==> src/rtl/fx_chain_sequencer_pkg.sv <==
// Shared types for the effect-chain sequencer: FSM encoding and fixed
// register widths used by the top level and its SRAM owner mux.
package fx_chain_sequencer_pkg;

  typedef enum logic [2:0] {
    ST_IDLE   = 3'd0,
    ST_SCAN   = 3'd1,
    ST_ISSUE  = 3'd2,
    ST_WAIT   = 3'd3,
    ST_OUTPUT = 3'd4
  } state_t;

  localparam int IDX_W   = 4;
  localparam int TIMER_W = 8;

endpackage

==> src/rtl/fx_sram_mux.sv <==
// Combinational owner-select for the single smart_ram read port; requests
// from slots that do not hold the turn are dropped.
module fx_sram_mux
  import fx_chain_sequencer_pkg::*;
#(
  parameter int NUM_FX     = 4,
  parameter int ADDR_WIDTH = 13
) (
  input  logic                         owner_valid,
  input  logic [IDX_W-1:0]             owner,
  input  logic [NUM_FX-1:0]            fx_sram_rd,
  input  logic [NUM_FX*ADDR_WIDTH-1:0] fx_sram_offset,
  output logic [NUM_FX-1:0]            fx_sram_read_finish,
  output logic                         sram_rd,
  output logic [ADDR_WIDTH-1:0]        sram_offset,
  input  logic                         sram_read_finish
);

  always_comb begin
    sram_rd             = 1'b0;
    sram_offset         = '0;
    fx_sram_read_finish = '0;
    for (int k = 0; k < NUM_FX; k++) begin
      if (owner_valid && owner == IDX_W'(k)) begin
        sram_rd                = fx_sram_rd[k];
        sram_offset            = fx_sram_offset[k*ADDR_WIDTH +: ADDR_WIDTH];
        fx_sram_read_finish[k] = sram_read_finish;
      end
    end
  end

endmodule

==> src/rtl/fx_chain_sequencer.sv <==
// Per-sample scheduler: walks one audio sample through the enabled effect
// slots in order, lending the smart_ram port to the slot holding the turn.
module fx_chain_sequencer
  import fx_chain_sequencer_pkg::*;
#(
  parameter int DATA_WIDTH = 16,
  parameter int ADDR_WIDTH = 13,
  parameter int NUM_FX     = 4,
  parameter int TIMEOUT    = 255
) (
  input  logic                         clk,
  input  logic                         rst,
  input  logic                         sample_valid,
  input  logic [DATA_WIDTH-1:0]        sample_in,
  input  logic [NUM_FX-1:0]            fx_enable,
  output logic [NUM_FX-1:0]            fx_cs,
  output logic [NUM_FX-1:0]            fx_turn,
  output logic [DATA_WIDTH-1:0]        fx_data_in,
  input  logic [NUM_FX-1:0]            fx_done,
  input  logic [NUM_FX*DATA_WIDTH-1:0] fx_data_out,
  input  logic [NUM_FX-1:0]            fx_sram_rd,
  input  logic [NUM_FX*ADDR_WIDTH-1:0] fx_sram_offset,
  output logic [NUM_FX-1:0]            fx_sram_read_finish,
  output logic                         sram_rd,
  output logic [ADDR_WIDTH-1:0]        sram_offset,
  input  logic                         sram_read_finish,
  output logic [DATA_WIDTH-1:0]        sample_out,
  output logic                         sample_out_valid,
  output logic                         busy,
  output logic                         overrun,
  output logic                         timeout_err
);

  localparam logic [IDX_W-1:0]   IDX_END   = IDX_W'(NUM_FX);
  localparam logic [TIMER_W-1:0] TIMER_END = TIMER_W'(TIMEOUT);
  localparam logic [NUM_FX-1:0]  SLOT_ONE  = NUM_FX'(1);

  state_t                        state, state_n;
  logic [IDX_W-1:0]              idx, idx_n;
  logic signed [DATA_WIDTH-1:0]  chain, chain_n;
  logic [NUM_FX-1:0]             en_lat, en_lat_n;
  logic [TIMER_W-1:0]            timer, timer_n;
  logic [NUM_FX-1:0]             sel;
  logic signed [DATA_WIDTH-1:0]  slot_data;

  // sel is empty once idx reaches NUM_FX, so no slot can match there
  assign sel = SLOT_ONE << idx;

  always_comb begin
    slot_data = '0;
    for (int k = 0; k < NUM_FX; k++) begin
      if (idx == IDX_W'(k)) slot_data = fx_data_out[k*DATA_WIDTH +: DATA_WIDTH];
    end
  end

  always_ff @(posedge clk) begin
    if (rst) begin
      state   <= ST_IDLE;
      idx     <= '0;
      chain   <= '0;
      en_lat  <= '0;
      timer   <= '0;
      overrun <= 1'b0;
    end else begin
      state   <= state_n;
      idx     <= idx_n;
      chain   <= chain_n;
      en_lat  <= en_lat_n;
      timer   <= timer_n;
      overrun <= sample_valid && (state != ST_IDLE);
    end
  end

  always_comb begin
    state_n     = state;
    idx_n       = idx;
    chain_n     = chain;
    en_lat_n    = en_lat;
    timer_n     = timer;
    timeout_err = 1'b0;
    case (state)
      ST_IDLE: begin
        if (sample_valid) begin
          chain_n  = sample_in;
          idx_n    = '0;
          en_lat_n = fx_enable;
          state_n  = ST_SCAN;
        end
      end
      ST_SCAN: begin
        if (idx == IDX_END)          state_n = ST_OUTPUT;
        else if (|(en_lat & sel))    state_n = ST_ISSUE;
        else                         idx_n   = idx + 1'b1;
      end
      ST_ISSUE: begin
        timer_n = '0;
        state_n = ST_WAIT;
      end
      ST_WAIT: begin
        // done from any other slot (e.g. one already abandoned) is ignored
        if (|(fx_done & sel)) begin
          chain_n = slot_data;
          idx_n   = idx + 1'b1;
          state_n = ST_SCAN;
        end else if (timer == TIMER_END) begin
          timeout_err = 1'b1;
          idx_n       = idx + 1'b1;
          state_n     = ST_SCAN;
        end else begin
          timer_n = timer + 1'b1;
        end
      end
      ST_OUTPUT: state_n = ST_IDLE;
      default:   state_n = ST_IDLE;
    endcase
  end

  assign fx_turn          = (state == ST_ISSUE) ? sel : '0;
  assign fx_cs            = en_lat;
  assign fx_data_in       = chain;
  assign busy             = (state != ST_IDLE);
  assign sample_out_valid = (state == ST_OUTPUT);
  assign sample_out       = (state == ST_OUTPUT) ? chain : '0;

  fx_sram_mux #(
    .NUM_FX     (NUM_FX),
    .ADDR_WIDTH (ADDR_WIDTH)
  ) u_sram_mux (
    .owner_valid         ((state == ST_ISSUE) || (state == ST_WAIT)),
    .owner               (idx),
    .fx_sram_rd          (fx_sram_rd),
    .fx_sram_offset      (fx_sram_offset),
    .fx_sram_read_finish (fx_sram_read_finish),
    .sram_rd             (sram_rd),
    .sram_offset         (sram_offset),
    .sram_read_finish    (sram_read_finish)
  );

endmodule

==> config.mk <==
export PLATFORM = sky130hd
export DESIGN_NAME = fx_chain_sequencer
export DESIGN_NICKNAME = d
export VERILOG_FILES = /design/src/rtl/fx_chain_sequencer_pkg.sv /design/src/rtl/fx_sram_mux.sv /design/src/rtl/fx_chain_sequencer.sv
export SDC_FILE = /design/constraint.sdc
export NUM_CORES = 1
export LEC_CHECK = 0
export ABC_AREA = 1
export CAP_MARGIN = 20
export CORE_AREA = 2 2 81 83
export DETAILED_ROUTE_END_ITERATION = 8
export DIE_AREA = 0 0 83 85
export DONT_BUFFER_PORTS = 1
export GPL_TIMING_DRIVEN = 0
export HOLD_SLACK_MARGIN = 0.08
export PLACE_DENSITY = 0.75
export SETUP_SLACK_MARGIN = 0.02
export SYNTH_ARGS = -nofsm -noshare
export SYNTH_HDL_FRONTEND = slang
export SYNTH_SLANG_ARGS = --single-unit
==> constraint.sdc <==
create_clock -name clk -period 2.1 [get_ports clk]
set_input_delay 0.525 -clock clk [delete_from_list [all_inputs] [get_ports clk]]
set_output_delay 0.525 -clock clk [all_outputs]
set_load 0.01 [all_outputs]
==> impl_metrics.env, run 1 <==
export IMPL_synth_top_area_cell="dfxtp_1"
export IMPL_postSynthNetCount=739
export IMPL_crit_chain="clkinv_4 -> ha_4 -> inv_4 -> nor2_4 -> nand3_2 -> inv_2 -> buf_6 -> nand2_2 -> nand3_2 -> o21ai_2 -> o21ai_4"
export IMPL_portBuffers=0
export IMPL_slew_viol_final=0
export IMPL_reg2reg_from="idx[0]"
export IMPL_syn_cell_area_um2=3340
export IMPL_worstSkewPairLatency_ns=0.30
export IMPL_clk_pin_slew_worst_paths_ns=0.08
export IMPL_cts_num_sinks=36
export IMPL_instances_no_fill=706
export IMPL_dp_hpwl_mm=8.79
export IMPL_ys_ff_latch=36
export IMPL_overflow=0
export IMPL_clockBufferDepth=2
export IMPL_rr_endpoint="fx_data_in[6]"
export IMPL_hold_end="overrun"
export IMPL_required_ns=1.57
export IMPL_worst_setup_path_type="flip-flop to output port"
export IMPL_drive_gt1_frac=0.340
export IMPL_max_stage_delay_ns=0.39
export IMPL_failed_checks="negative setup slack"
export IMPL_numCtsBuffers=5
export IMPL_start_util=0.538
export IMPL_cap_violations=0
export IMPL_drt_iter0_drc=292
export IMPL_powerDensity_nw_per_um2=1360
export IMPL_fin_crit_ns=2.35
export IMPL_die_area_um2=7060
export IMPL_fp_dieW_um=83
export IMPL_cts_tree="yes"
export IMPL_critPathMostFrequentCell="nand3_2"
export IMPL_clockRootBuffer="clkbuf_8"
export IMPL_synth_seq_area_share=0.216
export IMPL_via_per_inst=6.02
export IMPL_status="finished, violations left"
export IMPL_vias=4247
export IMPL_ios=210
export IMPL_areaGrowthSynthToFinish_pct=29.9
export IMPL_final_period_utilization=1.12
export IMPL_layout_setup_ws_ns=-0.252
export IMPL_coreArea_um2=6200
export IMPL_hold_viol=0
export IMPL_start_kind="flip-flop"
export IMPL_synth_edff_count=0
export IMPL_fin_util=0.698
export IMPL_routedWlPerCell_um=18.7
export IMPL_ys_types=35
export IMPL_setup_tns_ns=-2.95
export IMPL_grt_pass1_vias=3857
export IMPL_ir_drop_v=0.000740
export IMPL_hp_class="input pin to flip-flop"
export IMPL_rr_worst_depth=13
export IMPL_cp_end_kind="output port"
export IMPL_die_y_um=85
export IMPL_drc=0
export IMPL_cpMaxStageDelayCell="dfxtp_4"
export IMPL_tightest_slew_ns=0.558
export IMPL_h_tree_depth=2
export IMPL_placed_cell_area_um2=3430
export IMPL_hp_start="sample_valid"
export IMPL_synthTopCellsByArea="dfxtp_1, nand2_1, nand3_1, nor2_1, or2_2"
export IMPL_fmax_mhz=425
export IMPL_reg2reg_slack_ns=0.17
export IMPL_routabilityCongestion=0.923
export IMPL_postCtsHoldBufs=0
export IMPL_wl_mm=13.2
export IMPL_final_common_cell="nand2_1"
export IMPL_nets=779
export IMPL_syn_area_per_cell_um2=5.69
export IMPL_crit_arrival_ns=1.83
export IMPL_synth_cells=586
export IMPL_grt_usage=0.338
export IMPL_min_path_cells=2
export IMPL_fillCellCount=522
export IMPL_grt_pass1_wl_mm=19.2
export IMPL_grt_start_max_net_pins=12
export IMPL_pre_cts_slack_ns=-0.372
export IMPL_place_inst=663
export IMPL_firstDrtPassIters=5
export IMPL_design_area_um2=4330
export IMPL_finalSetupViolCount=14
export IMPL_antenna_found_initial=2
export IMPL_num_rows=29
export IMPL_async_reset_ff_frac=0
export IMPL_ant_nets=0
export IMPL_netlist_area_leader_share=0.216
export IMPL_leakage_uw=0.00206
export IMPL_yosysWarningCount=0
export IMPL_rsz0062_at_grt="yes"
export IMPL_slew_headroom=0.628
export IMPL_layout_common_cells="nand2_1, nand3_1, inv_1, nor2_1"
export IMPL_finClkSkew_ns=0.00517
export IMPL_cp_max_fo=5
export IMPL_ys_flop_type="dfxtp_1"
==> worst max-delay path by stage <==
| stage | start | endpoint | slack [ns] | cells after the start |
|---|---|---|---|---|
| global route | idx[0] | sram_offset[7] | -0.31 | 11 |
| CTS | idx[1] | sram_offset[12] | -0.17 | 11 |
| floorplan | idx[1] | sram_rd | 0.03 | 11 |
| finish | idx[0] | sram_offset[9] | -0.25 | 11 |
| global placement | idx[1] | sram_offset[9] | -0.33 | 7 |
| detailed placement | idx[1] | sram_offset[9] | -0.37 | 7 |
==> critical path, delay by kind of cell (launching register included) <==
kind	cells	cell delay (ns)
DFF	1	0.39
adders and majority gates	1	0.15
buffers and inverters	4	0.38
and+or+nand+nor	4	0.33
AOI/OAI and AO/OA	2	0.27
==> cell families after synthesis <==
kind of cell,Yosys count,share of synthesized area
compound gates,65,0.101
xor+xnor,3,0.00788
simple gates,386,0.539
fa+ha+maj,5,0.0188
buf+inv,91,0.117
flops,36,0.216
==> routing by layer <==
layer,vias up,share of wire,track usage
met5,-,0,0
met4,0,0.038,0.113
met3,63,0.12,0.124
met2,300,0.47,0.554
met1,1909,0.37,0.414
li1,1975,-,-
==> cell type report <==
type | count | area (um2) | share of cell area
well taps | 77 | 96.3 | 0.0222
clock inverters | 1 | 30.0 | 0.00693
repair buffers | 33 | 274 | 0.0633
flip-flops and latches | 36 | 731 | 0.169
multi-input cells | 459 | 2640 | 0.609
plain buffers | 29 | 201 | 0.0465
clock buffers | 7 | 96.3 | 0.0222
inverters | 62 | 260 | 0.0601
diodes | 2 | 5.00 | 0.00116
==> synth_stat cells (3+ instances only) <==
master and instances:
clkbuf_1 7, buf_2 13, buf_4 5, ha_1 5
nand4_1 4, nand2_2 3, a21oi_1 32, o21ai_1 5
nand3_1 101, nor2_1 61, nor4_1 4, inv_2 11
nor3_1 3, dfxtp_1 36, nor2_4 4, inv_1 51
o21ai_0 22, or2_2 32, nand2_1 162, nand3_2 4
==> stage by stage <==
stage / total power (uW) / hold WS (ns)
global placement: 4070 / 0.469
global route: 6330 / 0.339
finish: 5890 / 0.349
CTS: 5410 / 0.341
detailed placement: 4120 / 0.480
floorplan: 3490 / 0.447
==> report_power, final <==
| group | switching [uW] | internal, uW | total [uW] |
|---|---|---|---|
| Clock | 262 | 419 | 681 |
| Combinational | 2490 | 1540 | 4030 |
| Sequential | 266 | 912 | 1180 |
| Total | 3020 | 2870 | 5890 |
==> registers in the layout, indices dropped and copies added, names as in the netlist <==
name / cells
fx_data_in: 16
timer: 8
fx_cs: 4
idx: 4
state: 3
overrun: 1
==> timing repair <==
action,4_1_cts,5_1_grt
setup buffers,23,9
endpoints found under the setup margin,23,32
gates cloned,2,0
pin swaps,23,24
resized for setup,97,61
Note: power is estimated with default switching activity, not from simulation.
==> inputs of run 2 (changes only) <==
--- a/config.mk
+++ b/config.mk
@@ -7,13 +7,14 @@
 export LEC_CHECK = 0
 export ABC_AREA = 1
 export CAP_MARGIN = 20
-export CORE_AREA = 2 2 81 83
+export CORE_ASPECT_RATIO = 1.5
+export CORE_MARGIN = 1.5
+export CORE_UTILIZATION = 48
 export DETAILED_ROUTE_END_ITERATION = 8
-export DIE_AREA = 0 0 83 85
 export DONT_BUFFER_PORTS = 1
 export GPL_TIMING_DRIVEN = 0
 export HOLD_SLACK_MARGIN = 0.08
-export PLACE_DENSITY = 0.75
+export PLACE_DENSITY = 0.68
 export SETUP_SLACK_MARGIN = 0.02
 export SYNTH_ARGS = -nofsm -noshare
 export SYNTH_HDL_FRONTEND = slang
==> run 2 against run 1 <==
The flow still finishes with violations (negative setup slack). First-iteration DRC count is 9.9% lower. Non-clock buffer count increased by 12. Utilization is 5.2 points lower. Wire length down 1.9%. Total power fell by 2.0%. Cell area grew 1.5%. Flip-flop and latch count did not move. Register-to-register slack improved by 0.09 ns. Count of clock-buffer cells in the layout down 1. Maximum frequency about the same. Largest power group unchanged.
==> impl_metrics.env, run 2 (synthesized netlist as in run 1, its figures left out) <==
export IMPL_status="finished, violations left"
export IMPL_failed_checks="negative setup slack"
export IMPL_worstSkewPairLatency_ns=0.30
export IMPL_hp_class="input pin to flip-flop"
export IMPL_placed_cell_area_um2=3430
export IMPL_drc=0
export IMPL_hold_end="overrun"
export IMPL_setup_tns_ns=-2.81
export IMPL_final_period_utilization=1.12
export IMPL_start_kind="flip-flop"
export IMPL_crit_arrival_ns=1.83
export IMPL_largest_reg_flops=16
export IMPL_reg2reg_slack_ns=0.26
export IMPL_hp_start="sample_valid"
export IMPL_fin_util=0.646
export IMPL_slew_viol_final=0
export IMPL_ant_nets=0
export IMPL_vias=4182
export IMPL_cp_max_fo=5
export IMPL_fin_crit_ns=2.35
export IMPL_slew_headroom=0.606
export IMPL_postCtsHoldBufs=0
export IMPL_layout_common_cells="nand2_1, nand3_1, nor2_1, inv_1, buf_4"
export IMPL_required_ns=1.57
export IMPL_design_area_um2=4400
export IMPL_wl_mm=13.0
export IMPL_drt_iter0_drc=263
export IMPL_antenna_found_initial=1
export IMPL_grt_usage=0.313
export IMPL_pre_cts_slack_ns=-0.408
export IMPL_numCtsBuffers=5
export IMPL_rr_endpoint="idx[3]"
export IMPL_worst_setup_path_type="flip-flop to output port"
export IMPL_drive_gt1_frac=0.357
export IMPL_areaGrowthSynthToFinish_pct=31.8
export IMPL_cts_tree="yes"
export IMPL_via_per_inst=5.82
export IMPL_routedWlPerCell_um=18.0
export IMPL_instances_no_fill=718
export IMPL_hold_viol=0
export IMPL_nets=791
export IMPL_die_area_um2=7470
export IMPL_final_common_cell="nand2_1"
export IMPL_cap_violations=0
export IMPL_cts_num_sinks=36
export IMPL_finalSetupViolCount=16
export IMPL_layout_setup_ws_ns=-0.251
export IMPL_clockBufferDepth=2
export IMPL_num_rows=37
export IMPL_grt_pass1_wl_mm=18.7
export IMPL_coreArea_um2=6810
export IMPL_clockRootBuffer="clkbuf_8"
export IMPL_h_tree_depth=2
export IMPL_ir_drop_v=0.000791
export IMPL_fp_dieW_um=71.1
export IMPL_ios=210
export IMPL_grt_pass1_vias=3878
export IMPL_rr_worst_depth=7
export IMPL_finClkSkew_ns=0.0137
export IMPL_leakage_uw=0.00210
export IMPL_dp_hpwl_mm=9.20
export IMPL_rsz0062_at_grt="yes"
export IMPL_routabilityCongestion=0.905
export IMPL_powerDensity_nw_per_um2=1310
export IMPL_reg2reg_from="state[0]"
export IMPL_place_inst=664
export IMPL_grt_start_max_net_pins=13
export IMPL_portBuffers=0
export IMPL_start_util=0.490
export IMPL_overflow=0
export IMPL_clk_pin_slew_worst_paths_ns=0.08
export IMPL_die_y_um=105
export IMPL_cp_end_kind="output port"
export IMPL_fmax_mhz=425
export IMPL_min_path_cells=2
export IMPL_firstDrtPassIters=6
export IMPL_tightest_slew_ns=0.586
## run 2: cell types whose count changed in the layout (fill, tap and decap cells not counted), moves of 2 or more
cell / delta
ha_1: -2
nor2_2: -2
nand2_2: +2
nand2_1: -2
o21ai_2: +3
inv_2: +2
buf_4: +11
o21ai_1: -2
o21ai_4: -2
## run 2: area by class of cell
cell class | count | area, um2
Clock inverter | 2 | 13.8
Timing Repair Buffer | 45 | 372
Tap cell | 78 | 97.6
Clock buffer | 6 | 82.6
Inverter | 62 | 258
Fill cell | 629 | 2410
Multi-Input combinational cell | 459 | 2640
Buffer | 29 | 205
Sequential cell | 36 | 731
Antenna cell | 1 | 2.50
## run 2: how the worst max path moves through the flow
stage | endpoint | cells after the start | start | slack, ns
2_1_floorplan | sram_rd | 11 | idx[1] | 0.03
3_3_place_gp | sram_offset[9] | 11 | idx[1] | -0.36
3_5_place_dp | sram_offset[9] | 7 | idx[1] | -0.41
4_1_cts | sram_offset[7] | 11 | idx[1] | -0.18
5_1_grt | sram_offset[2] | 11 | idx[0] | -0.36
6_report | sram_rd | 11 | idx[0] | -0.25
## run 2: stage by stage
stage	hold slack [ns]	power, uW
6_report	0.349	5770
5_1_grt	0.359	6200
4_1_cts	0.340	5430
3_5_place_dp	0.481	4200
3_3_place_gp	0.478	4140
2_1_floorplan	0.447	3490
## run 2: power by group
part / switching, uW / internal, uW / total, uW
registers: 258 / 910 / 1170
logic: 2480 / 1570 / 4050
clock network: 283 / 269 / 551
## run 2: worst max-delay path, cell delays in order, from the launching register on
cell and delay (ns):
dfxtp_4 0.38, inv_6 0.08, ha_4 0.15, inv_4 0.04, nor2_4 0.11, nand3_2 0.11
inv_2 0.11, buf_6 0.14, nand2_2 0.05, nand3_2 0.07, o21ai_2 0.05, o21ai_2 0.24
## run 2: routing by layer
layer / vias to the layer above / wire, um / track usage / share of wire
li1: 1984 / - / - / -
met1: 1889 / 4670 / 0.353 / 0.36
met2: 255 / 6450 / 0.551 / 0.50
met3: 54 / 1330 / 0.0993 / 0.10
met4: 0 / 505 / 0.0957 / 0.039
met5: - / 0 / 0 / 0
## run 2: timing repair
item | CTS | global route
gates cloned | 3 | 1
hold endpoints to repair | 0 | 0
setup buffers | 23 | 18
gates resized for setup | 108 | 49
pin swaps | 29 | 26
endpoints found under the setup margin | 33 | 31
==> inputs of run 3 (changes only) <==
--- a/config.mk
+++ b/config.mk
@@ -19,3 +19,4 @@
 export SYNTH_ARGS = -nofsm -noshare
 export SYNTH_HDL_FRONTEND = slang
 export SYNTH_SLANG_ARGS = --single-unit
+export TNS_END_PERCENT = 10
==> run 3 against run 2 <==
The flow still finishes with violations (negative setup slack). Sequential power is essentially flat. Worst setup slack gained 0.020 ns. Register-to-register slack lost 0.03 ns. Critical path type unchanged. Critical endpoint is now sram_offset[10]. Utilization shrank 3.9 points. Critical path depth is the same. Highest routed layer unchanged. Total power shrank 3.9%.
==> impl_metrics.env, run 3 (synthesized netlist as in run 1, its figures left out) <==
export IMPL_status="finished, violations left"
export IMPL_failed_checks="negative setup slack"
export IMPL_fin_util=0.607
export IMPL_slew_viol_final=0
export IMPL_die_y_um=105
export IMPL_die_area_um2=7470
export IMPL_areaGrowthSynthToFinish_pct=23.9
export IMPL_start_util=0.490
export IMPL_wl_mm=12.2
export IMPL_reg2reg_slack_ns=0.23
export IMPL_crit_arrival_ns=1.81
export IMPL_drive_gt1_frac=0.279
export IMPL_multi_input_area_um2=2510
export IMPL_routabilityCongestion=0.916
export IMPL_cts_num_sinks=36
export IMPL_final_period_utilization=1.11
export IMPL_grt_pass1_wl_mm=18.2
export IMPL_cts_tree="yes"
export IMPL_reg2reg_from="idx[0]"
export IMPL_routedWlPerCell_um=17.3
export IMPL_p_switching_uw=2900
export IMPL_ir_drop_v=0.000805
export IMPL_grt_start_max_net_pins=13
export IMPL_required_ns=1.57
export IMPL_num_rows=37
export IMPL_largest_reg_flops=16
export IMPL_clockBufferDepth=2
export IMPL_hold_viol=0
export IMPL_cap_violations=0
export IMPL_worstSkewPairLatency_ns=0.30
export IMPL_clk_pin_slew_worst_paths_ns=0.08
export IMPL_h_tree_depth=2
export IMPL_leakage_uw=0.00195
export IMPL_grt_pass1_vias=3727
export IMPL_hp_class="input pin to flip-flop"
export IMPL_start_kind="flip-flop"
export IMPL_drc=0
export IMPL_cp_max_fo=5
export IMPL_antenna_found_initial=1
export IMPL_p_sw_frac=0.524
export IMPL_instances_no_fill=702
export IMPL_numCtsBuffers=5
export IMPL_fin_crit_ns=2.33
export IMPL_drt_iter0_drc=254
export IMPL_layout_setup_ws_ns=-0.231
export IMPL_via_per_inst=5.79
export IMPL_clockRootBuffer="clkbuf_8"
export IMPL_powerDensity_nw_per_um2=1340
export IMPL_portBuffers=0
export IMPL_slew_headroom=0.563
export IMPL_tightest_slew_ns=0.650
export IMPL_ant_nets=0
export IMPL_place_inst=664
export IMPL_ios=210
export IMPL_crit_start="idx[0]"
export IMPL_grt_usage=0.306
export IMPL_fp_dieW_um=71.1
export IMPL_vias=4068
export IMPL_cp_end_kind="output port"
export IMPL_overflow=0
export IMPL_firstDrtPassIters=6
export IMPL_dp_hpwl_mm=9.18
export IMPL_finClkSkew_ns=0.0136
export IMPL_pwr_share_clk=0.100
export IMPL_layout_common_cells="nand2_1, nand3_1, nor2_1, inv_1, dfxtp_1"
export IMPL_nets=775
export IMPL_fmax_mhz=429
export IMPL_finalSetupViolCount=18
export IMPL_seq_area_um2=729
export IMPL_fillCellCount=665
export IMPL_worst_setup_path_type="flip-flop to output port"
export IMPL_p_int_uw=2640
export IMPL_p_comb_frac=0.687
export IMPL_hp_start="sample_valid"
export IMPL_seq_power_share=0.213
export IMPL_final_common_cell="nand2_1"
export IMPL_rsz0062_at_grt="yes"
export IMPL_coreArea_um2=6810
[run 3: path summary, 6_finish.rpt]
kind	end	cells after the start
hold / removal	overrun	2
setup / recovery	sram_offset[10]	11
hold reg to reg	timer[0]	1
setup reg to reg	fx_data_in[13]	13
[run 3: power by group through the flow]
| stage | combinational [uW] | sequential [uW] | clock [uW] |
|---|---|---|---|
| 2_1_floorplan | 2360 | 1120 | 0 |
| 6_report | 3810 | 1180 | 554 |
| 3_5_place_dp | 3010 | 1160 | 0 |
| 5_1_grt | 4210 | 1200 | 578 |
| 4_1_cts | 3530 | 1170 | 556 |
| 3_3_place_gp | 2960 | 1160 | 0 |
[run 3: critical path: stages, from the launching register on]
cell,delay [ns]
dfxtp_4,0.39
inv_6,0.09
ha_4,0.14
inv_2,0.05
nor2_4,0.14
nand3_4,0.10
inv_4,0.09
buf_6,0.12
nand2_1,0.05
nand3_1,0.05
o21ai_0,0.07
o21ai_1,0.22
[run 3: area by class of cell]
type / instances / share of cell area
clock inverters: 2 / 0.00333
diodes: 1 / 0.000606
multi-input cells: 459 / 0.608
inverters: 62 / 0.0624
flip-flops and latches: 36 / 0.177
plain buffers: 29 / 0.0490
well taps: 78 / 0.0236
clock buffers: 6 / 0.0200
repair buffers: 29 / 0.0563
[run 3: timing repair]
| item | 4_1_cts | 5_1_grt |
|---|---|---|
| gates resized for setup | 75 | 38 |
| pin swaps | 16 | 16 |
| hold buffers | 0 | 0 |
| setup endpoints to repair | 27 | 32 |
| setup buffers | 23 | 4 |
| cloned | 2 | 0 |
[run 3: per-stage QoR]
step / total power [uW] / TNS, ns / hold WS, ns / setup WS [ns] / instance area, um2
6_report: 5540 / -2.85 / 0.343 / -0.231 / 4130
5_1_grt: 5990 / -4.11 / 0.368 / -0.298 / 4130
4_1_cts: 5250 / -2.23 / 0.341 / -0.189 / 3970
3_5_place_dp: 4180 / -4.97 / 0.470 / -0.438 / 3430
3_3_place_gp: 4120 / -4.40 / 0.475 / -0.407 / 3430
2_1_floorplan: 3480 / -0.114 / 0.447 / -0.0538 / 3340
[run 3: metal layers]
metal	global-route usage	share of wire
met1	0.341	0.37
met2	0.547	0.51
met3	0.0906	0.098
met4	0.0943	0.027
met5	0	0
